## src/rtl/uart_pkg.sv

```systemverilog
// Frame constants and FSM state encodings shared by the UART transceiver files.
package uart_pkg;

  localparam int unsigned DATA_BITS  = 8;
  localparam int unsigned OVERSAMPLE = 8;
  localparam int unsigned GAP_BITS   = 16;

  typedef enum logic [1:0] {
    TX_IDLE,
    TX_START,
    TX_DATA,
    TX_STOP
  } tx_state_e;

  typedef enum logic [2:0] {
    RX_IDLE,
    RX_START,
    RX_DATA,
    RX_STOP,
    RX_WAIT_HIGH
  } rx_state_e;

endpackage

```

## src/rtl/uart_baud_gen.sv

```systemverilog
// Free-running divide-by-Div counter with synchronous clear; tick_o pulses on the last count.
module uart_baud_gen #(
  parameter int unsigned Div = 96
) (
  input  logic clk_i,
  input  logic rst_i,
  input  logic clr_i,
  output logic tick_o
);

  localparam int unsigned CntW = (Div > 1) ? $clog2(Div) : 1;
  localparam logic [CntW-1:0] CntMax = CntW'(Div - 1);

  logic [CntW-1:0] cnt_q, cnt_d;

  always_comb begin
    cnt_d  = cnt_q + 1'b1;
    tick_o = 1'b0;
    if (clr_i) begin
      cnt_d = '0;
    end else if (cnt_q == CntMax) begin
      cnt_d  = '0;
      tick_o = 1'b1;
    end
  end

  always_ff @(posedge clk_i) begin
    if (rst_i) cnt_q <= '0;
    else       cnt_q <= cnt_d;
  end

endmodule

```

## src/rtl/uart_async_transceiver.sv

```systemverilog
// 8N1 UART transmitter and oversampling receiver sharing one clock.
// Optional receive idle-gap detector enabled by defining UART_RX_IDLE_EN.
module uart_async_transceiver
  import uart_pkg::*;
#(
  parameter int unsigned ClkFrequency = 11059200,
  parameter int unsigned Baud         = 115200
) (
  input  logic       clk,
  input  logic       rst,
  input  logic       RxD,
  output logic [7:0] RxD_data,
  output logic       RxD_data_ready,
  output logic       RxD_idle,
  input  logic       TxD_start,
  input  logic [7:0] TxD_data,
  output logic       TxD,
  output logic       TxD_busy
);

  localparam int unsigned BitDiv = ClkFrequency / Baud;
  localparam int unsigned OsDiv  = BitDiv / OVERSAMPLE;
  localparam int unsigned BitW   = $clog2(DATA_BITS);
  localparam int unsigned OsW    = $clog2(OVERSAMPLE);
  localparam logic [BitW-1:0] BitLast = BitW'(DATA_BITS - 1);
  localparam logic [OsW-1:0]  OsHalf  = OsW'(OVERSAMPLE / 2 - 1);
  localparam logic [OsW-1:0]  OsLast  = OsW'(OVERSAMPLE - 1);

  if ((ClkFrequency % (OVERSAMPLE * Baud)) != 0) begin : g_bad_clk
    $error("ClkFrequency must be an exact multiple of 8*Baud");
  end

  // ---------------- transmitter ----------------
  tx_state_e       tx_state_q, tx_state_d;
  logic [7:0]      tx_shift_q, tx_shift_d;
  logic [BitW-1:0] tx_bit_q, tx_bit_d;
  logic            tx_tick;

  uart_baud_gen #(.Div(BitDiv)) u_tx_baud (
    .clk_i  (clk),
    .rst_i  (rst),
    .clr_i  (tx_state_q == TX_IDLE),
    .tick_o (tx_tick)
  );

  always_comb begin
    tx_state_d = tx_state_q;
    tx_shift_d = tx_shift_q;
    tx_bit_d   = tx_bit_q;
    TxD        = 1'b1;
    TxD_busy   = 1'b1;
    case (tx_state_q)
      TX_IDLE: begin
        TxD_busy = 1'b0;
        if (TxD_start) begin
          tx_shift_d = TxD_data;
          tx_bit_d   = '0;
          tx_state_d = TX_START;
        end
      end
      TX_START: begin
        TxD = 1'b0;
        if (tx_tick) tx_state_d = TX_DATA;
      end
      TX_DATA: begin
        TxD = tx_shift_q[0];
        if (tx_tick) begin
          tx_shift_d = tx_shift_q >> 1;
          tx_bit_d   = tx_bit_q + 1'b1;
          if (tx_bit_q == BitLast) tx_state_d = TX_STOP;
        end
      end
      TX_STOP: begin
        if (tx_tick) tx_state_d = TX_IDLE;
      end
      default: tx_state_d = TX_IDLE;
    endcase
  end

  always_ff @(posedge clk) begin
    if (rst) begin
      tx_state_q <= TX_IDLE;
      tx_shift_q <= '0;
      tx_bit_q   <= '0;
    end else begin
      tx_state_q <= tx_state_d;
      tx_shift_q <= tx_shift_d;
      tx_bit_q   <= tx_bit_d;
    end
  end

  // ---------------- receiver ----------------
  // Synchronizer flops reset to the idle-high level so reset never looks like a start edge.
  logic rx_s1_q, rx_s2_q, rx_prev_q;

  always_ff @(posedge clk) begin
    if (rst) begin
      rx_s1_q   <= 1'b1;
      rx_s2_q   <= 1'b1;
      rx_prev_q <= 1'b1;
    end else begin
      rx_s1_q   <= RxD;
      rx_s2_q   <= rx_s1_q;
      rx_prev_q <= rx_s2_q;
    end
  end

  rx_state_e       rx_state_q, rx_state_d;
  logic [OsW-1:0]  rx_os_q, rx_os_d;
  logic [BitW-1:0] rx_bit_q, rx_bit_d;
  logic [7:0]      rx_shift_q, rx_shift_d;
  logic [7:0]      rx_data_q, rx_data_d;
  logic            rx_ready_q, rx_ready_d;
  logic            rx_tick;
  logic            rx_start_det;

  assign rx_start_det = (rx_state_q == RX_IDLE) && rx_prev_q && !rx_s2_q;

  uart_baud_gen #(.Div(OsDiv)) u_rx_baud (
    .clk_i  (clk),
    .rst_i  (rst),
    .clr_i  (rx_state_q == RX_IDLE),
    .tick_o (rx_tick)
  );

  always_comb begin
    rx_state_d = rx_state_q;
    rx_os_d    = rx_os_q;
    rx_bit_d   = rx_bit_q;
    rx_shift_d = rx_shift_q;
    rx_data_d  = rx_data_q;
    rx_ready_d = 1'b0;
    case (rx_state_q)
      RX_IDLE: begin
        if (rx_start_det) begin
          rx_os_d    = '0;
          rx_state_d = RX_START;
        end
      end
      RX_START: begin
        if (rx_tick) begin
          rx_os_d = rx_os_q + 1'b1;
          if (rx_os_q == OsHalf) begin
            rx_os_d    = '0;
            rx_bit_d   = '0;
            rx_state_d = rx_s2_q ? RX_IDLE : RX_DATA;
          end
        end
      end
      RX_DATA: begin
        if (rx_tick) begin
          rx_os_d = rx_os_q + 1'b1;
          if (rx_os_q == OsLast) begin
            rx_shift_d = {rx_s2_q, rx_shift_q[7:1]};
            rx_bit_d   = rx_bit_q + 1'b1;
            if (rx_bit_q == BitLast) rx_state_d = RX_STOP;
          end
        end
      end
      RX_STOP: begin
        if (rx_tick) begin
          rx_os_d = rx_os_q + 1'b1;
          if (rx_os_q == OsLast) begin
            if (rx_s2_q) begin
              rx_data_d  = rx_shift_q;
              rx_ready_d = 1'b1;
            end
            rx_state_d = RX_WAIT_HIGH;
          end
        end
      end
      RX_WAIT_HIGH: begin
        if (rx_s2_q) rx_state_d = RX_IDLE;
      end
      default: rx_state_d = RX_IDLE;
    endcase
  end

  always_ff @(posedge clk) begin
    if (rst) begin
      rx_state_q <= RX_IDLE;
      rx_os_q    <= '0;
      rx_bit_q   <= '0;
      rx_shift_q <= '0;
      rx_data_q  <= '0;
      rx_ready_q <= 1'b0;
    end else begin
      rx_state_q <= rx_state_d;
      rx_os_q    <= rx_os_d;
      rx_bit_q   <= rx_bit_d;
      rx_shift_q <= rx_shift_d;
      rx_data_q  <= rx_data_d;
      rx_ready_q <= rx_ready_d;
    end
  end

  assign RxD_data       = rx_data_q;
  assign RxD_data_ready = rx_ready_q;

`ifdef UART_RX_IDLE_EN
  localparam int unsigned GapClks = GAP_BITS * BitDiv;
  localparam int unsigned GapW    = $clog2(GapClks + 1);

  logic [GapW-1:0] gap_q, gap_d;
  logic            idle_q, idle_d;

  // Counter saturates at GapClks; idle stays set until the next start edge.
  always_comb begin
    gap_d  = '0;
    idle_d = idle_q;
    if ((rx_state_q == RX_IDLE) && rx_s2_q) begin
      gap_d = (gap_q == GapW'(GapClks)) ? gap_q : gap_q + 1'b1;
    end
    if (rx_start_det) idle_d = 1'b0;
    else if (gap_d == GapW'(GapClks)) idle_d = 1'b1;
  end

  always_ff @(posedge clk) begin
    if (rst) begin
      gap_q  <= '0;
      idle_q <= 1'b0;
    end else begin
      gap_q  <= gap_d;
      idle_q <= idle_d;
    end
  end

  assign RxD_idle = idle_q;
`else
  assign RxD_idle = 1'b0;
`endif

endmodule

```

## config.mk

```make
export PLATFORM = sky130hd
export DESIGN_NAME = uart_async_transceiver
export DESIGN_NICKNAME = d
export VERILOG_FILES = /design/src/rtl/uart_pkg.sv /design/src/rtl/uart_baud_gen.sv /design/src/rtl/uart_async_transceiver.sv
export SDC_FILE = /design/constraint.sdc
export NUM_CORES = 1
export LEC_CHECK = 0
export CORE_UTILIZATION = 45
export CTS_CLUSTER_SIZE = 12
export DETAILED_ROUTE_END_ITERATION = 6
export GPL_TIMING_DRIVEN = 0
export MAX_ROUTING_LAYER = met4
export PLACE_DENSITY = 0.65
export REMOVE_ABC_BUFFERS = 1
export SYNTH_ARGS = -nofsm -noshare
export SYNTH_HDL_FRONTEND = slang
export SYNTH_HIERARCHICAL = 1
export SYNTH_SLANG_ARGS = --single-unit
```

## constraint.sdc

```tcl
create_clock -name clk -period 3.01 [get_ports clk]
set_input_delay 0.301 -clock clk [delete_from_list [all_inputs] [get_ports clk]]
set_output_delay 0.301 -clock clk [all_outputs]
set_load 0.01 [all_outputs]
```

==> results.json, run 1 <==
{
  "first_iter_violations": 155,
  "grt_pass1_wl_um": 7420,
  "fp-row-count": 26,
  "htree_levels": 2,
  "yosysWarningCount": 6,
  "setup_viol": 0,
  "async_flop_share": 0,
  "fp.dieW_um": 76.1,
  "syn-cell-area_mm2": 0.00247,
  "grt_max_degree": 44,
  "wl_per_cell_um": 11.9,
  "cts_buffer_depth": 2,
  "p_leak_nw": 1.04,
  "cts_tree": "done",
  "vias_per_cell": 5.17,
  "crit_path_end_kind": "output port",
  "cts_root_buf": "clkbuf_8",
  "clk_pin_slew_ns": 0.10,
  "synth_flop_cell": "dfxtp_1",
  "synth_edf_count": 0,
  "dp_hpwl_um": 2870,
  "drc_errors": 0,
  "peakVddDrop_uv": 461,
  "utilization": 0.539,
  "worstReg2RegStart": "rx_state_q[2]",
  "rsz0062_at_grt": "false",
  "mostFrequentLayoutCell": "dfxtp_1",
  "hold_start": "rx_s1_q",
  "powerDensity_mw_per_mm2": 603,
  "antenna_left": 0,
  "slew_headroom": 0.421,
  "track_usage": 0.158,
  "regToRegSetupSlack_ns": 0.37,
  "final_cells": 352,
  "clock_latency_ns": 0.30,
  "required_ns": 2.71,
  "ys_ff_latch": 53,
  "grt_pass1_vias": 1712,
  "worst_hold_path.num_cells": 1,
  "crit_type": "reg2out",
  "hold_violations": 0,
  "fin_crit_sh": 0.886,
  "io_buffers": 22,
  "synthDistinctLibCells": 50,
  "hold_buffers": 0,
  "hold_slack_ns": 0.416,
  "arrival_ns": 2.37,
  "initial_core_util": 0.475,
  "syn_area_per_cell_um2": 9.30,
  "overflow": 0,
  "nNetsFinal": 308,
  "gp_congestion": 0.746,
  "dp_cells": 344,
  "die_h_um": 76.1,
  "worst_pin_slew_ns": 0.864,
  "clock_sinks": 53,
  "fmax_mhz": 375,
  "min_path_type": "reg2reg",
  "status": "complete, no violations",
  "fin_total_pwr_mw": 1.69,
  "drt_wl_total_um": 4190,
  "final_max_slew_viol_count": 0,
  "area_delta_synth_final_pct": 13.4,
  "post_cts_resized": 0,
  "num_vias": 1820,
  "nFillCells": 505,
  "cp-start-kind": "register",
  "finalCriticalPeriod_ns": 2.67,
  "synthCells": 266,
  "die_area_mm2": 0.00580,
  "cts_setup_buffers": 0,
  "fin_skew_ns": 0.00802,
  "layout-drive-gt1-share": 0.0674,
  "worstPathMaxFanout": 16,
  "drv_cap": 0,
  "layout_common_cells": "53 x dfxtp_1, 40 x nor2_1, 27 x mux2i_1",
  "min_to": "rx_s2_q",
  "core_region_area_mm2": 0.00520,
  "cts_buffers": 5,
  "r2r-end": "rx_shift_q[6]",
  "seq_area_frac_synth": 0.429,
  "diodes": 0,
  "worstRegToRegCells": 6,
  "ios": 24,
  "first_pass_iters": 4,
  "grt_antenna_before_repair": 0
}
[worst max-delay path, cell delays in order (launching register included)]
cell and delay, ns:
dfxtp_1 0.35, inv_1 0.13, ha_1 0.66, inv_1 0.16, a21oi_1 0.20, clkdlybuf4s50_1 0.56
[registers in the layout, summed over array words and instances, names as in the netlist]
register	cells
RxD_data_ready	1
rx_shift_q	8
RxD_data	8
rx_prev_q	1
rx_s2_q	1
rx_bit_q	3
rx_s1_q	1
rx_os_q	3
rx_state_q	3
u_tx_baud/cnt_q	7
tx_shift_q	8
tx_state_q	2
u_rx_baud/cnt_q	4
tx_bit_q	3
[worst max-delay path by stage]
| stage | startpoint | to | slack [ns] | cells past startpoint |
|---|---|---|---|---|
| 6_report | tx_state_q[0] | TxD | 0.34 | 5 |
| 3_3_place_gp | rx_state_q[2] | rx_shift_q[0] | -0.08 | 6 |
| 2_1_floorplan | rx_state_q[2] | rx_shift_q[0] | 0.56 | 6 |
| 5_1_grt | rx_state_q[2] | rx_shift_q[6] | 0.13 | 6 |
| 4_1_cts | tx_state_q[0] | tx_shift_q[5] | 0.19 | 7 |
| 3_5_place_dp | tx_state_q[0] | tx_shift_q[1] | 0.22 | 7 |
[where the power goes]
part / internal, mW / switching, mW / leakage, nW
Combinational: 0.203 / 0.277 / 0.565
Sequential: 0.764 / 0.0436 / 0.430
Clock: 0.166 / 0.239 / 0.0445
[synth_stat cells, drive strengths merged, types with 2 or more instances]
cell	number	area, um^2
nor3	9	56.3
nand2b	11	68.8
nand2	7	28.8
o21ai	9	45.0
mux2i	27	270
dfxtp	53	1060
ha	15	188
inv	11	41.3
or3	2	17.5
xnor2	2	17.5
xor2	3	26.3
nand4	5	37.5
nor2b	2	12.5
nand3b	4	42.5
a211oi	8	60.1
clkbuf	6	22.5
nor3b	2	15.0
nor2	41	154
buf	8	46.3
nand3	5	25.0
a21oi	15	78.8
nor4b	2	17.5
or2	2	12.5
[logic make-up after synthesis]
logic type,count (synthesis),synth area share
multiplexers,27,0.109
other,1,0.00152
adder cells (fa/ha/maj),15,0.0759
AND/OR/NAND/NOR,97,0.213
flip-flops,53,0.429
XOR/XNOR,5,0.0177
buffers and inverters,25,0.0445
AO/OA/AOI/OAI,43,0.109
[per-stage QoR]
stage	TNS [ns]	instance area, um^2	worst slack, ns
finish	0	2810	0.344
global route	0	2810	0.129
CTS	0	2800	0.188
detailed placement	0	2710	0.221
global placement	-0.588	2710	-0.0816
floorplan	0	2400	0.557
[final cells by class]
cell class / instances / area, um^2 / area share
flip-flops and latches: 53 / 1060 / 0.378
clock inverters: 3 / 21.3 / 0.00758
inverters: 11 / 41.3 / 0.0147
clock buffers: 5 / 68.8 / 0.0245
well taps: 70 / 87.6 / 0.0312
multi-input cells: 188 / 1310 / 0.467
repair buffers: 22 / 215 / 0.0767
[routing by layer]
metal	global-route usage	wire [um]	vias to the layer above
met5	-	0	-
met4	0.0481	31	0
met3	0.0359	117	5
met2	0.258	1940	31
met1	0.194	2090	832
li1	-	-	952
No activity file was read; power rests on OpenSTA's default activity.
==> inputs of run 2 (changes only) <==
--- a/config.mk
+++ b/config.mk
@@ -6,9 +6,9 @@
 export NUM_CORES = 1
 export LEC_CHECK = 0
 export CORE_UTILIZATION = 45
-export CTS_CLUSTER_SIZE = 12
 export DETAILED_ROUTE_END_ITERATION = 6
 export GPL_TIMING_DRIVEN = 0
+export HOLD_SLACK_MARGIN = 0.12
 export MAX_ROUTING_LAYER = met4
 export PLACE_DENSITY = 0.65
 export REMOVE_ABC_BUFFERS = 1
==> results of run 2 <==
No change in the layout: final DEF, timing and power equal those of run 1.
